`config.mk`:
```
export PLATFORM = sky130hd
export DESIGN_NAME = min_sec_counter
export DESIGN_NICKNAME = d
export VERILOG_FILES = /design/src/rtl/min_sec_counter.sv
export SDC_FILE = /design/constraint.sdc
export NUM_CORES = 1
export LEC_CHECK = 0
export ABC_AREA = 1
export BUFFER_PORTS_ARGS = -buffer_cell sky130_fd_sc_hd__buf_2
export CAP_MARGIN = 10
export CORE_UTILIZATION = 63
export DETAILED_ROUTE_END_ITERATION = 6
export PLACE_DENSITY = 0.85
export SKIP_CTS_REPAIR_TIMING = 1
export SYNTH_ARGS = -nofsm -noshare
export SYNTH_HDL_FRONTEND = slang
export SYNTH_SLANG_ARGS = --single-unit
```
`constraint.sdc`:
```
create_clock -name clock -period 5.4 [get_ports clock]
set_input_delay 0.54 -clock clock [delete_from_list [all_inputs] [get_ports clock]]
set_output_delay 0.54 -clock clock [all_outputs]
set_load 0.05 [all_outputs]
```
`src/rtl/min_sec_counter.sv`:
```
// rtl/min_sec_counter.sv - seconds/minutes stage of the digital clock, 00:00..59:59 with hour carry
// Optional build macro: BLINK_EN (2 Hz blanking of the minute digits while in SET).
module min_sec_counter #(
  parameter int TICK_DIV = 50000000,
  parameter int DIV_W    = 26
) (
  input  logic       clock,
  input  logic       ZERA,
  input  logic       SW17,
  input  logic       KEY_MIN,
  output logic       tick_h,
  output logic [3:0] sec_u,
  output logic [2:0] sec_t,
  output logic [3:0] min_u,
  output logic [2:0] min_t,
  output logic [6:0] hex_su,
  output logic [6:0] hex_st,
  output logic [6:0] hex_mu,
  output logic [6:0] hex_mt
);

  typedef enum logic {
    RUN = 1'b0,
    SET = 1'b1
  } state_t;

  localparam logic [DIV_W-1:0] DIV_LAST = DIV_W'(TICK_DIV - 1);
  localparam logic [6:0]       SEG_BLANK = 7'h7F;
  localparam logic [6:0]       SEG_ZERO  = 7'h40;

  state_t           state;
  logic [DIV_W-1:0] presc;
  logic             sec_tick;

  logic             key_meta;
  logic             key_sync;
  logic             key_prev;
  logic             key_rise;

  logic             enter_set;
  logic             hold_presc;
  logic             blank_min;

  // Digit wrap flags; >= keeps a corrupted digit from running past its range.
  logic             su_wrap;
  logic             st_wrap;
  logic             mu_wrap;
  logic             mt_wrap;
  logic             top_of_hour;

  // Segment decode {g,f,e,d,c,b,a}, active-low; anything outside 0-9 is blank.
  function automatic logic [6:0] seg7(input logic [3:0] d);
    logic [6:0] s;
    case (d)
      4'd0:    s = 7'h40;
      4'd1:    s = 7'h79;
      4'd2:    s = 7'h24;
      4'd3:    s = 7'h30;
      4'd4:    s = 7'h19;
      4'd5:    s = 7'h12;
      4'd6:    s = 7'h02;
      4'd7:    s = 7'h78;
      4'd8:    s = 7'h00;
      4'd9:    s = 7'h10;
      default: s = SEG_BLANK;
    endcase
    return s;
  endfunction

  assign sec_tick    = (presc == DIV_LAST);
  assign key_rise    = key_sync & ~key_prev;
  assign enter_set   = (state == RUN) && SW17;
  // Prescaler is held in SET and cleared on SET entry, so RUN restarts with a full second.
  assign hold_presc  = (state == SET) || SW17;

  assign su_wrap     = (sec_u >= 4'd9);
  assign st_wrap     = (sec_t >= 3'd5);
  assign mu_wrap     = (min_u >= 4'd9);
  assign mt_wrap     = (min_t >= 3'd5);
  assign top_of_hour = su_wrap && st_wrap && mu_wrap && mt_wrap;

  // Prescaler: 0..TICK_DIV-1, sec_tick on the last count.
  always_ff @(posedge clock or posedge ZERA) begin
    if (ZERA) begin
      presc <= '0;
    end else if (hold_presc || sec_tick) begin
      presc <= '0;
    end else begin
      presc <= presc + DIV_W'(1);
    end
  end

  // Two-flop synchronizer plus one history flop for KEY_MIN rising-edge detection.
  always_ff @(posedge clock or posedge ZERA) begin
    if (ZERA) begin
      key_meta <= 1'b0;
      key_sync <= 1'b0;
      key_prev <= 1'b0;
    end else begin
      key_meta <= KEY_MIN;
      key_sync <= key_meta;
      key_prev <= key_sync;
    end
  end

  // RUN/SET state machine with the BCD counters and the registered hour carry.
  always_ff @(posedge clock or posedge ZERA) begin
    if (ZERA) begin
      state  <= RUN;
      sec_u  <= 4'd0;
      sec_t  <= 3'd0;
      min_u  <= 4'd0;
      min_t  <= 3'd0;
      tick_h <= 1'b0;
    end else begin
      tick_h <= 1'b0;
      case (state)
        RUN: begin
          if (SW17) begin
            // A tick landing on this edge is dropped; seconds restart from 00.
            state <= SET;
            sec_u <= 4'd0;
            sec_t <= 3'd0;
          end else if (sec_tick) begin
            if (su_wrap) begin
              sec_u <= 4'd0;
              if (st_wrap) begin
                sec_t <= 3'd0;
                if (mu_wrap) begin
                  min_u <= 4'd0;
                  min_t <= mt_wrap ? 3'd0 : min_t + 3'd1;
                end else begin
                  min_u <= min_u + 4'd1;
                end
              end else begin
                sec_t <= sec_t + 3'd1;
              end
            end else begin
              sec_u <= sec_u + 4'd1;
            end
            tick_h <= top_of_hour;
          end
        end
        SET: begin
          if (!SW17) begin
            // Leaving SET takes priority over a key edge on the same cycle.
            state <= RUN;
          end else if (key_rise) begin
            // Manual minute wrap never produces an hour carry.
            if (mu_wrap) begin
              min_u <= 4'd0;
              min_t <= mt_wrap ? 3'd0 : min_t + 3'd1;
            end else begin
              min_u <= min_u + 4'd1;
            end
          end
        end
        default: begin
          state <= RUN;
        end
      endcase
    end
  end

`ifdef BLINK_EN
  localparam int               BLINK_DIV  = (TICK_DIV / 4 < 1) ? 1 : TICK_DIV / 4;
  localparam logic [DIV_W-1:0] BLINK_LAST = DIV_W'(BLINK_DIV - 1);

  logic [DIV_W-1:0] blink_cnt;
  logic             blink_phase;

  // Blink timebase: phase toggles every BLINK_DIV clocks, restarted on SET entry.
  always_ff @(posedge clock or posedge ZERA) begin
    if (ZERA) begin
      blink_cnt   <= '0;
      blink_phase <= 1'b0;
    end else if (enter_set) begin
      blink_cnt   <= '0;
      blink_phase <= 1'b0;
    end else if (blink_cnt == BLINK_LAST) begin
      blink_cnt   <= '0;
      blink_phase <= ~blink_phase;
    end else begin
      blink_cnt   <= blink_cnt + DIV_W'(1);
    end
  end

  assign blank_min = (state == SET) && blink_phase;
`else
  logic unused_enter_set;
  assign unused_enter_set = enter_set;
  assign blank_min        = 1'b0;
`endif

  // Registered segment drivers, one cycle behind the digits.
  always_ff @(posedge clock or posedge ZERA) begin
    if (ZERA) begin
      hex_su <= SEG_ZERO;
      hex_st <= SEG_ZERO;
      hex_mu <= SEG_ZERO;
      hex_mt <= SEG_ZERO;
    end else begin
      hex_su <= seg7(sec_u);
      hex_st <= seg7({1'b0, sec_t});
      hex_mu <= blank_min ? SEG_BLANK : seg7(min_u);
      hex_mt <= blank_min ? SEG_BLANK : seg7({1'b0, min_t});
    end
  end

endmodule

```
Yosys cells after proc, flatten, opt, wreduce, memory -nomap -nowiden. Memory sizes are Yosys's and may differ from the RTL's. A register that Yosys moved wholly into a read port is not among the register bits. Index checks and enable logic that the tools add are counted. W data, S select, Z words.

Add/sub/neg operators: 5. Mux-type cells: 29. Reductions and logical operators: 10. Bitwise logic cells: 3. Eq/ne operators: 7. Order comparisons: 4.

Operators with widths (count): $mux W4 (10); $mux W3 (12); $add A26 B1 Y26 const B (1); $eq A26 B26 Y1 const B (1); $mux W26 (1); $ne A2 B2 Y1 const B (5); $add A4 B1 Y4 const B (2); $ge A4 B4 Y1 const B (2); $pmux W4 S2 (1); $add A3 B1 Y3 const B (2); $ge A3 B3 Y1 const B (2); $pmux W3 S2 (1); $reduce_and A6 Y1 (1); $mux W1 (4); $reduce_bool A2 Y1 (2); $logic_and A1 B1 Y1 (3); $reduce_and A3 Y1 (1); $logic_or A1 B1 Y1 (2); $ne A2 B1 Y1 const B (1); $not A1 Y1 (2); $reduce_and A2 Y1 (1); $and A1 B1 Y1 (1).

Memories: 4. Memory bits (read-only): 336. Flip-flop bits (word level): 45.

Memories: (no name shown) (depth 16, bits a word 7, rd ports 1, clocked after Yosys merged registers in 1, write ports 0, line 54) `case (d)`; (no name shown) (depth 16, bits a word 7, rd ports 1, clocked after Yosys merged registers in 1, write ports 0, line 54); (no name shown) (depth 8, bits a word 7, rd ports 1, clocked after Yosys merged registers in 1, write ports 0, line 54); (no name shown) (depth 8, bits a word 7, rd ports 1, clocked after Yosys merged registers in 1, write ports 0, line 54).

Longest topological paths before layout. Gate-level depths: netlist of the first run.

Depth after elaboration: 8. Depth in mapped cells: 11. Depth with buffers taken out: 11.

Worst setup path after synthesis of the first run. OpenSTA, ideal clock, no wires.

Kind: reg-to-reg. Start point: register sec_u[0]. End point: register min_t[0]. Setup time: 0.120 ns. Data required time: 5.280 ns. Path slack: 3.553 ns. Stages on the path, launching flop included: 11. Data arrival time: 1.727 ns. Clock period less this slack: 1.847 ns. Buffers on the path: 0. Cell sequence: dfrtp_1 -> inv_1 -> ha_1 -> nand3_1 -> nand3_1 -> nor2_1 -> nand3_2 -> nand2_4 -> nand2_4 -> nand2_1 -> nand2_1.

Cells in the longest elaborated chain, start to end: 3.

RTL lines: start: declaration (line 12) `output logic [3:0] sec_u,`; start signal: assignment (line 139) `sec_u <= sec_u + 4'd1;`; $ge A4 B4 Y1 (line 76) `assign su_wrap = (sec_u >= 4'd9);`; $ne A2 B2 Y1 (no line); $reduce_and A6 Y1 (no line); end signal: assignment (line 131) `min_t <= mt_wrap ? 3'd0 : min_t + 3'd1;`; end signal: assignment (line 152) `min_t <= mt_wrap ? 3'd0 : min_t + 3'd1;`; end: declaration (line 15) `output logic [2:0] min_t,`.

No other way between the ends. A chain may end at the register's enable or synchronous reset.

Worst setup path after layout of the first run.
Start point: register min_u[1]. End point: register min_u[3].

Cells in the longest elaborated chain, start to end: 7. Elaborated cells between the ends (all ways): 10.

RTL lines: start: declaration (line 14) `output logic [3:0] min_u,`; start signal: assignment (line 133) `min_u <= min_u + 4'd1;`; start signal: assignment (line 154) `min_u <= min_u + 4'd1;`; $add A4 B1 Y4 or $ge A4 B4 Y1 (tied branches) (line 133, 154, 78); $mux W4 * (line 129, 150); $mux W4 (line 127) `if (st_wrap) begin`; $mux W4 (line 125) `if (su_wrap) begin`; $mux W4 (line 124) `end else if (sec_tick) begin`; $mux W4 (line 119) `if (SW17) begin`; $pmux W4 S2 * (line 117) `case (state)`.

Mark *: on every way between the ends. The rest lies on a longest branch, timed or not. The select of a mux whose other input is x is not followed.

==> impl_metrics.csv, run 1 <==
group,metric,value,unit
pwr,clkPwrFrac,28.5,%
logic_synthesis,synth_nets,498,
route,viasPerCell,5.29,
sta,slew_headroom,40.1,%
layout,area_growth,13.2,%
setup_path,reg2reg_from,"min_u[1]",
pwr,share_comb_of_total_power,31.4,%
pwr,power,1.68,mW
route,drt-pass1-iter-count,5,
logic_synthesis,ys_top_cells_by_area,"dfrtp_1 45%, nand2_1 11%, ha_1 6.5%",
logic_synthesis,synth.area.mux_share,0,%
cts,htree_levels,3,
sta,setup_viol,0,
route,detail_route.wl_per_cell,12.9,um
grt,grt_pass1_wl,13000,um
logic_synthesis,ys_ff_latch,73,
placement,gp_congestion,0.848,
sta,fin_tns_setup,0,ns
setup_path,worstSetupPathType,"reg -> reg",
die,design.core.area,5920,um2
placement,numPortBuffers,46,
logic_synthesis,synth_area_per_cell,8.12,um2
logic_synthesis,synth.most_common_cell,"nand2_1",
logic_synthesis,synth-xor-area-share,1.82,%
sta,setup_slack,3.58,ns
layout,n_antenna_cell,0,
sta,clock_skew,0.00664,ns
logic_synthesis,syn_area,3850,um2
setup_path,worst_ep_arrival_time,2.10,ns
logic_synthesis,yosys.area_share.simple,30.5,%
cts,cts_buffer_depth,2,
route,wl_met1,3330,um
route,met3_length,290,um
grt,grt_overflow_total,0,
logic_synthesis,ys_warn_count,0,
setup_path,r2r_cells,10,
sta,final_max_slew_viol_count,0,
die,placementRows,28,
pwr,p_int,1.03,mW
placement,dp_worst_setup_slack,3.42,ns
logic_synthesis,yosysSeqAreaShare,47.6,%
logic_synthesis,synth_edf_count,0,
cts,clk_latency,0.35,ns
route,num_vias,3203,
setup_path,reg2reg_to,"min_u[3]",
route,wl_met2,4040,um
layout,fillers,469,
die,fp.dieW,80.2,um
route,drc_errors,0,
setup_path,cp_slowest_cell,"dfrtp_1",
die,ioPinCount,47,
logic_synthesis,synthArstFlopShare,100,%
setup_path,crit_chain,"inv_1 -> ha_1 -> inv_1 -> nor2_1 -> inv_1 -> nor2_1 -> nor2_1 -> a21oi_1 -> nand3_1 -> nand2_1",
pwr,p_leak,2.24,nW
pwr,power_switching,0.651,mW
pwr,p_seq_share,40.1,%
layout,layout.nets,549,
logic_synthesis,synth_top_area_share,44.8,%
layout,fin_util,73.6,%
die,die-area,6430,um2
worst_hold_path,hp-class,"in -> reg",
route,ant_nets,0,
layout,drive_above_1_share,17.2,%
outcome,status,"completed",
cts,cts.sinks,73,
grt,gr-usage-all-layers,26.8,%
layout,stdcell_count,605,
logic_synthesis,synth_top_family_by_area,"simple AND/OR/NAND/NOR gates",
die,start_util,65.0,%
cts,root_buffer,"clkbuf_8",
cts,clk_pin_slew,0.07,ns
logic_synthesis,synthAdderAreaFrac,6.50,%
pwr,swShare,38.8,%
logic_synthesis,netlist_instances,474,
cts,cts_buffers,9,
grt,grt_pass1_vias,3001,
sta,post-route-period-util,33.7,%
grt,antenna_found_initial,0,
logic_synthesis,synth_compound_area_share,5.85,%
grt,grt_start_max_net_pins,74,
sta,tightest_slew,0.898,ns
placement,place_hpwl,5700,um
logic_synthesis,synthTopCellsByCount,"114 x nand2_1, 69 x dfrtp_1, 66 x inv_1",
pwr,powerDensity,385,nW/um2
run,maxCapViolations,0,
setup_path,critPathCaptureType,"flop",
pwr,ir_drop,424,uV
logic_synthesis,synth_ff_type,"dfrtp_1",
sta,finalHoldViolations,0,
setup_path,startpoint,"min_u[1]",
setup_path,critPathMaxFanout,7,
setup_path,cp-start-kind,"flop",
die,die_h,80.2,um
setup_path,endpoint,"min_u[3]",
cts,cts_tree,"built",
route,highest_layer,"met4",
route,drtIter0Drc,181,
route,routed_wl,7830,um
sta,grt_setup_unrepaired,"false",
setup_path,max_stage_delay,0.45,ns
setup_path,cp.required,5.68,ns
placement,dp.cells,589,
logic_synthesis,synth.distinct_cells,31,
setup_path,regToRegSetupSlack,3.58,ns
sta,fin_crit,1.82,ns
sta,max_freq,0.549,GHz
logic_synthesis,synth_top_cell_by_area,"dfrtp_1",
[routing by layer]
metal  vias to the layer above  track usage [%]
li1                       1583                -
met1                      1523             31.5
met2                        77             47.0
met3                        20             5.00
met4                         0             12.9
met5                         -                0
[critical path, delay by kind of cell, from the launching register on]
family	cells	cell delay [ns]
simple gates	5	0.69
flops	1	0.45
compound gates	1	0.14
fa+ha+maj	1	0.20
buf+inv	3	0.28
[power groups by stage]
stage | logic, mW | registers, mW | clock network (mW)
global route | 0.569 | 0.682 | 0.510
global placement | 0.510 | 0.680 | 0
floorplan | 0.169 | 0.919 | 0
CTS | 0.528 | 0.673 | 0.487
finish | 0.528 | 0.673 | 0.478
detailed placement | 0.525 | 0.683 | 0
[final cells by class]
| class | instances | area, um2 | share of cell area [%] |
|---|---|---|---|
| tap | 75 | 93.8 | 2.15 |
| clock inverter | 2 | 60.1 | 1.38 |
| multi-input combinational | 327 | 1720 | 39.5 |
| timing repair buffer | 47 | 238 | 5.46 |
| sequential | 73 | 1830 | 42.0 |
| clock buffer | 14 | 163 | 3.73 |
| inverter | 67 | 251 | 5.77 |
[cell usage in the layout, fill, tap and decap left out]
master and n:
nor3b_2 1, nor3_1 14, clkbuf_1 3, nand2_2 4
buf_2 46, dfstp_2 4, nor2_4 2, o21ai_1 6
nand2_4 8, nor3_2 1, nand3_2 1, inv_1 65
o21ai_2 2, nor2_1 64, ha_1 20, nor3_4 1
bufinv_16 2, nand4_1 2, a211oi_1 1, xor2_1 4
inv_2 1, nand3_1 34, or2_2 2, clkbuf_8 11
nor3b_1 2, nand2_1 114, dfrtp_1 69, a21oi_1 7
nor2_2 4, clkinv_1 1, buf_4 1, nand3b_1 2
o21ai_0 27, xnor2_1 4
[sequential cells by signal, summed over array words and instances (netlist names)]
signal and flops:
hex_mu 7, hex_st 7, sec_u 4, sec_t 3
hex_su 7, key_prev 1, min_u 4, min_t 3
presc 26, key_meta 1, hex_mt 7, state 1
key_sync 1, tick_h 1
[per-stage QoR]
stage               cell area (um2)  hold slack [ns]
finish                         4360            0.299
global route                   4360            0.295
CTS                            4360            0.284
detailed placement             4140            0.350
global placement               4140            0.340
floorplan                      3850            0.331
[kinds of logic after synthesis]
logic type,Yosys count
AOI/OAI and AO/OA,43
xor gates and xnor gates,8
adders and majority gates,20
buffers and inverters,74
DFF,73
and+or+nand+nor,256
[how the worst min path moves through the flow]
stage | from | to | slack, ns | cells after the start
floorplan | key_meta | key_sync | 0.33 | 0
global placement | key_meta | key_sync | 0.34 | 0
detailed placement | key_meta | key_sync | 0.35 | 0
CTS | KEY_MIN | key_meta | 0.28 | 1
global route | KEY_MIN | key_meta | 0.29 | 1
finish | KEY_MIN | key_meta | 0.30 | 1
Note: power is estimated with default switching activity, not from simulation.
==> run 2, diff against run 1 <==
--- a/config.mk
+++ b/config.mk
@@ -5,12 +5,12 @@
 export SDC_FILE = /design/constraint.sdc
 export NUM_CORES = 1
 export LEC_CHECK = 0
-export ABC_AREA = 1
+export ABC_AREA = 0
 export BUFFER_PORTS_ARGS = -buffer_cell sky130_fd_sc_hd__buf_2
 export CAP_MARGIN = 10
-export CORE_UTILIZATION = 63
+export CORE_UTILIZATION = 57
 export DETAILED_ROUTE_END_ITERATION = 6
-export PLACE_DENSITY = 0.85
+export PLACE_DENSITY = 0.79
 export SKIP_CTS_REPAIR_TIMING = 1
 export SYNTH_ARGS = -nofsm -noshare
 export SYNTH_HDL_FRONTEND = slang
==> constraint.sdc (replaced) <==
create_clock -name clock -period 1.9 [get_ports clock]
set_input_delay 0.19 -clock clock [delete_from_list [all_inputs] [get_ports clock]]
set_output_delay 0.19 -clock clock [all_outputs]
set_load 0.05 [all_outputs]
==> run 2 against run 1 <==
Against the previous run: flip-flop and latch count is the same; maximum frequency decreased by 0.33%; design area decreased by 0.32%; first-iteration DRC count decreased by 12%; setup slack lost 3.5 ns; sequential share of layout area up 0.28 points; non-clock buffer count is 15 higher; via count shrank 15%; highest routed layer unchanged.
==> impl_metrics.csv, run 2 <==
group,metric,value,unit
logic_synthesis,synth.area.mux_share,3.26,%
logic_synthesis,synth_area_per_cell,10.5,um2
layout,layout.cells.most_common,"dfrtp_1",
die,placementRows,28,
pwr,ir_drop,1230,uV
cts,cts_buffers,9,
route,drt-pass1-iter-count,4,
layout,largest_register,"presc",
grt,use_met2,38.3,%
route,viasPerCell,5.62,
layout,multiInputGateArea,1720,um2
cts,root_buffer,"clkbuf_8",
layout,n_antenna_cell,0,
cts,htree_levels,3,
route,drc_errors,0,
sta,slew_headroom,61.4,%
logic_synthesis,ys_warn_count,0,
setup_path,endpoint,"min_u[2]",
logic_synthesis,yosys.area_share.simple,20.3,%
logic_synthesis,synth.most_common_cell,"dfrtp_1",
layout,stdcell_count,485,
grt,grtUsageMet3,4.27,%
cts,cts_tree,"built",
sta,finalHoldViolations,0,
sta,tightest_slew,0.576,ns
run,maxCapViolations,0,
layout,largest_reg_flops,26,
route,detail_route.wl_per_cell,15.1,um
cts,cts_buffer_depth,2,
layout,register_area,1840,um2
setup_path,worstSetupPathType,"reg -> reg",
route,drtIter0Drc,160,
grt,grt_overflow_total,0,
layout,final_cell_mix,"64 x dfrtp_1, 46 x buf_2, 38 x nor2_1",
die,fp.dieW,81.2,um
logic_synthesis,synth_top_family_by_area,"simple AND/OR/NAND/NOR gates",
layout,area_growth,21.5,%
grt,grt_pass1_wl,11400,um
logic_synthesis,synth_top_area_share,48.3,%
sta,final_max_slew_viol_count,0,
logic_synthesis,synth_top_cell_by_area,"dfrtp_1",
setup_path,worst_ep_arrival_time,2.05,ns
logic_synthesis,synth-xor-area-share,6.13,%
placement,numPortBuffers,46,
pwr,powerDensity,1520,nW/um2
setup_path,reg2reg_from,"sec_u[0]",
sta,hold_slack,0.0211,ns
die,design.core.area,5990,um2
logic_synthesis,synthArstFlopShare,100,%
pwr,p_leak,2.03,nW
grt,grt_busiest_layer,"met2",
sta,max_freq,0.548,GHz
placement,dp.cells,466,
logic_synthesis,synth_ff_type,"dfrtp_1",
die,ioPinCount,47,
logic_synthesis,ys_ff_latch,73,
grt,antenna_found_initial,0,
setup_path,startpoint,"sec_u[0]",
grt,gr-usage-all-layers,23.2,%
cts,clk_latency,0.35,ns
die,die-area,6590,um2
logic_synthesis,synthTopCellsByCount,"69 x dfrtp_1, 40 x nor2_1, 29 x nand2_1",
logic_synthesis,netlist_instances,342,
grt,grt_pass1_vias,2513,
placement,place_hpwl,4710,um
grt,grt_start_max_net_pins,74,
route,routed_wl,7320,um
placement,gp_congestion,0.827,
setup_path,cp-start-kind,"flop",
logic_synthesis,synth_edf_count,0,
outcome,status,"completed",
cts,clk_pin_slew,0.08,ns
setup_path,r2r_cells,8,
logic_synthesis,ys_top_cells_by_area,"dfrtp_1 48%, ha_1 7.0%, nor2_1 4.2%",
layout,fillers,424,
sta,post-route-period-util,96.1,%
setup_path,critPathMaxFanout,7,
grt,grtUsageMet1,29.4,%
die,die_h,81.2,um
logic_synthesis,syn_area,3570,um2
sta,setup_viol,0,
setup_path,regToRegSetupSlack,0.07,ns
logic_synthesis,synthAdderAreaFrac,7.00,%
setup_path,cp.required,2.12,ns
setup_path,critPathCaptureType,"flop",
route,num_vias,2724,
die,start_util,59.7,%
logic_synthesis,synth_nets,366,
logic_synthesis,synth_compound_area_share,8.54,%
setup_path,reg2reg_to,"min_u[2]",
worst_hold_path,hp-class,"in -> reg",
logic_synthesis,synth.distinct_cells,53,
sta,fin_crit,1.83,ns
logic_synthesis,yosysSeqAreaShare,51.2,%
layout,layout.nets,429,
sta,clock_skew,0.00628,ns
layout,drive_above_1_share,29.3,%
cts,cts.sinks,73,
route,ant_nets,0,
run 2: changes by cell type after synthesis, sizes merged, moves of 10 or more:
cell and change:
nand3 -21, and3 +10, nor3 -10, o21ai -15
nand2 -97, inv -46, nor2 -30
run 2: cells by family (layout without fill, tap and decap cells):
| kind of cell | count (synthesis) | after routing |
|---|---|---|
| AO/OA/AOI/OAI | 46 | 46 |
| XOR/XNOR | 25 | 25 |
| adder cells (fa/ha/maj) | 20 | 20 |
| buffers and inverters | 30 | 98 |
| flip-flops | 73 | 73 |
| multiplexers | 11 | 11 |
| AND/OR/NAND/NOR | 137 | 137 |
run 2: through the flow:
step / setup TNS (ns) / instance area, um2 / util [%] / total power [mW] / setup WS [ns]
after global routing: -0.0233 / 4340 / 72.5 / 6.99 / -0.0157
after global placement: 0 / 4020 / 67.1 / 5.04 / 0.0512
after CTS: -0.189 / 4250 / 70.9 / 6.52 / -0.0776
after detailed placement: -0.0436 / 4020 / 67.1 / 5.13 / -0.0365
after floorplan: -0.342 / 3620 / - / 4.42 / -0.151
final: 0 / 4340 / 72.5 / 6.61 / 0.0737
run 2: power breakdown:
part           internal (mW)  leakage (nW)  switching (mW)  total, mW
registers               1.95         0.925           0.259       2.20
clock network          0.806         0.115           0.580       1.39
logic                  0.854         0.994            2.17       3.02
run 2: critical path: stages, from the launching register on:
cell,delay [ns]
dfrtp_2,0.45
inv_2,0.10
ha_4,0.15
nor3b_4,0.27
nor4_4,0.06
and4_4,0.23
buf_4,0.14
o2111ai_2,0.17
o221ai_1,0.13
run 2: area by class of cell:
cell class / instances / area share (%)
clock inverter: 5 / 1.79
multi-input combinational: 239 / 39.6
tap: 75 / 2.16
clock buffer: 11 / 3.49
sequential: 73 / 42.3
inverter: 20 / 1.87
timing repair buffer: 62 / 8.76
run 2: worst min path at each step:
stage,startpoint,end,cells after the start
global route,SW17,state,1
finish,SW17,state,1
floorplan,KEY_MIN,key_meta,0
CTS,KEY_MIN,key_meta,1
global placement,KEY_MIN,key_meta,1
detailed placement,KEY_MIN,key_meta,1
run 2: metal layers:
metal  up-vias  routed length (um)  part of all wire [%]
li1       1298                   -                     -
met1      1333                3210                    44
met2        77                3660                    50
met3        16                 312                   4.3
met4         0                 140                   1.9
met5         -                   0                     0
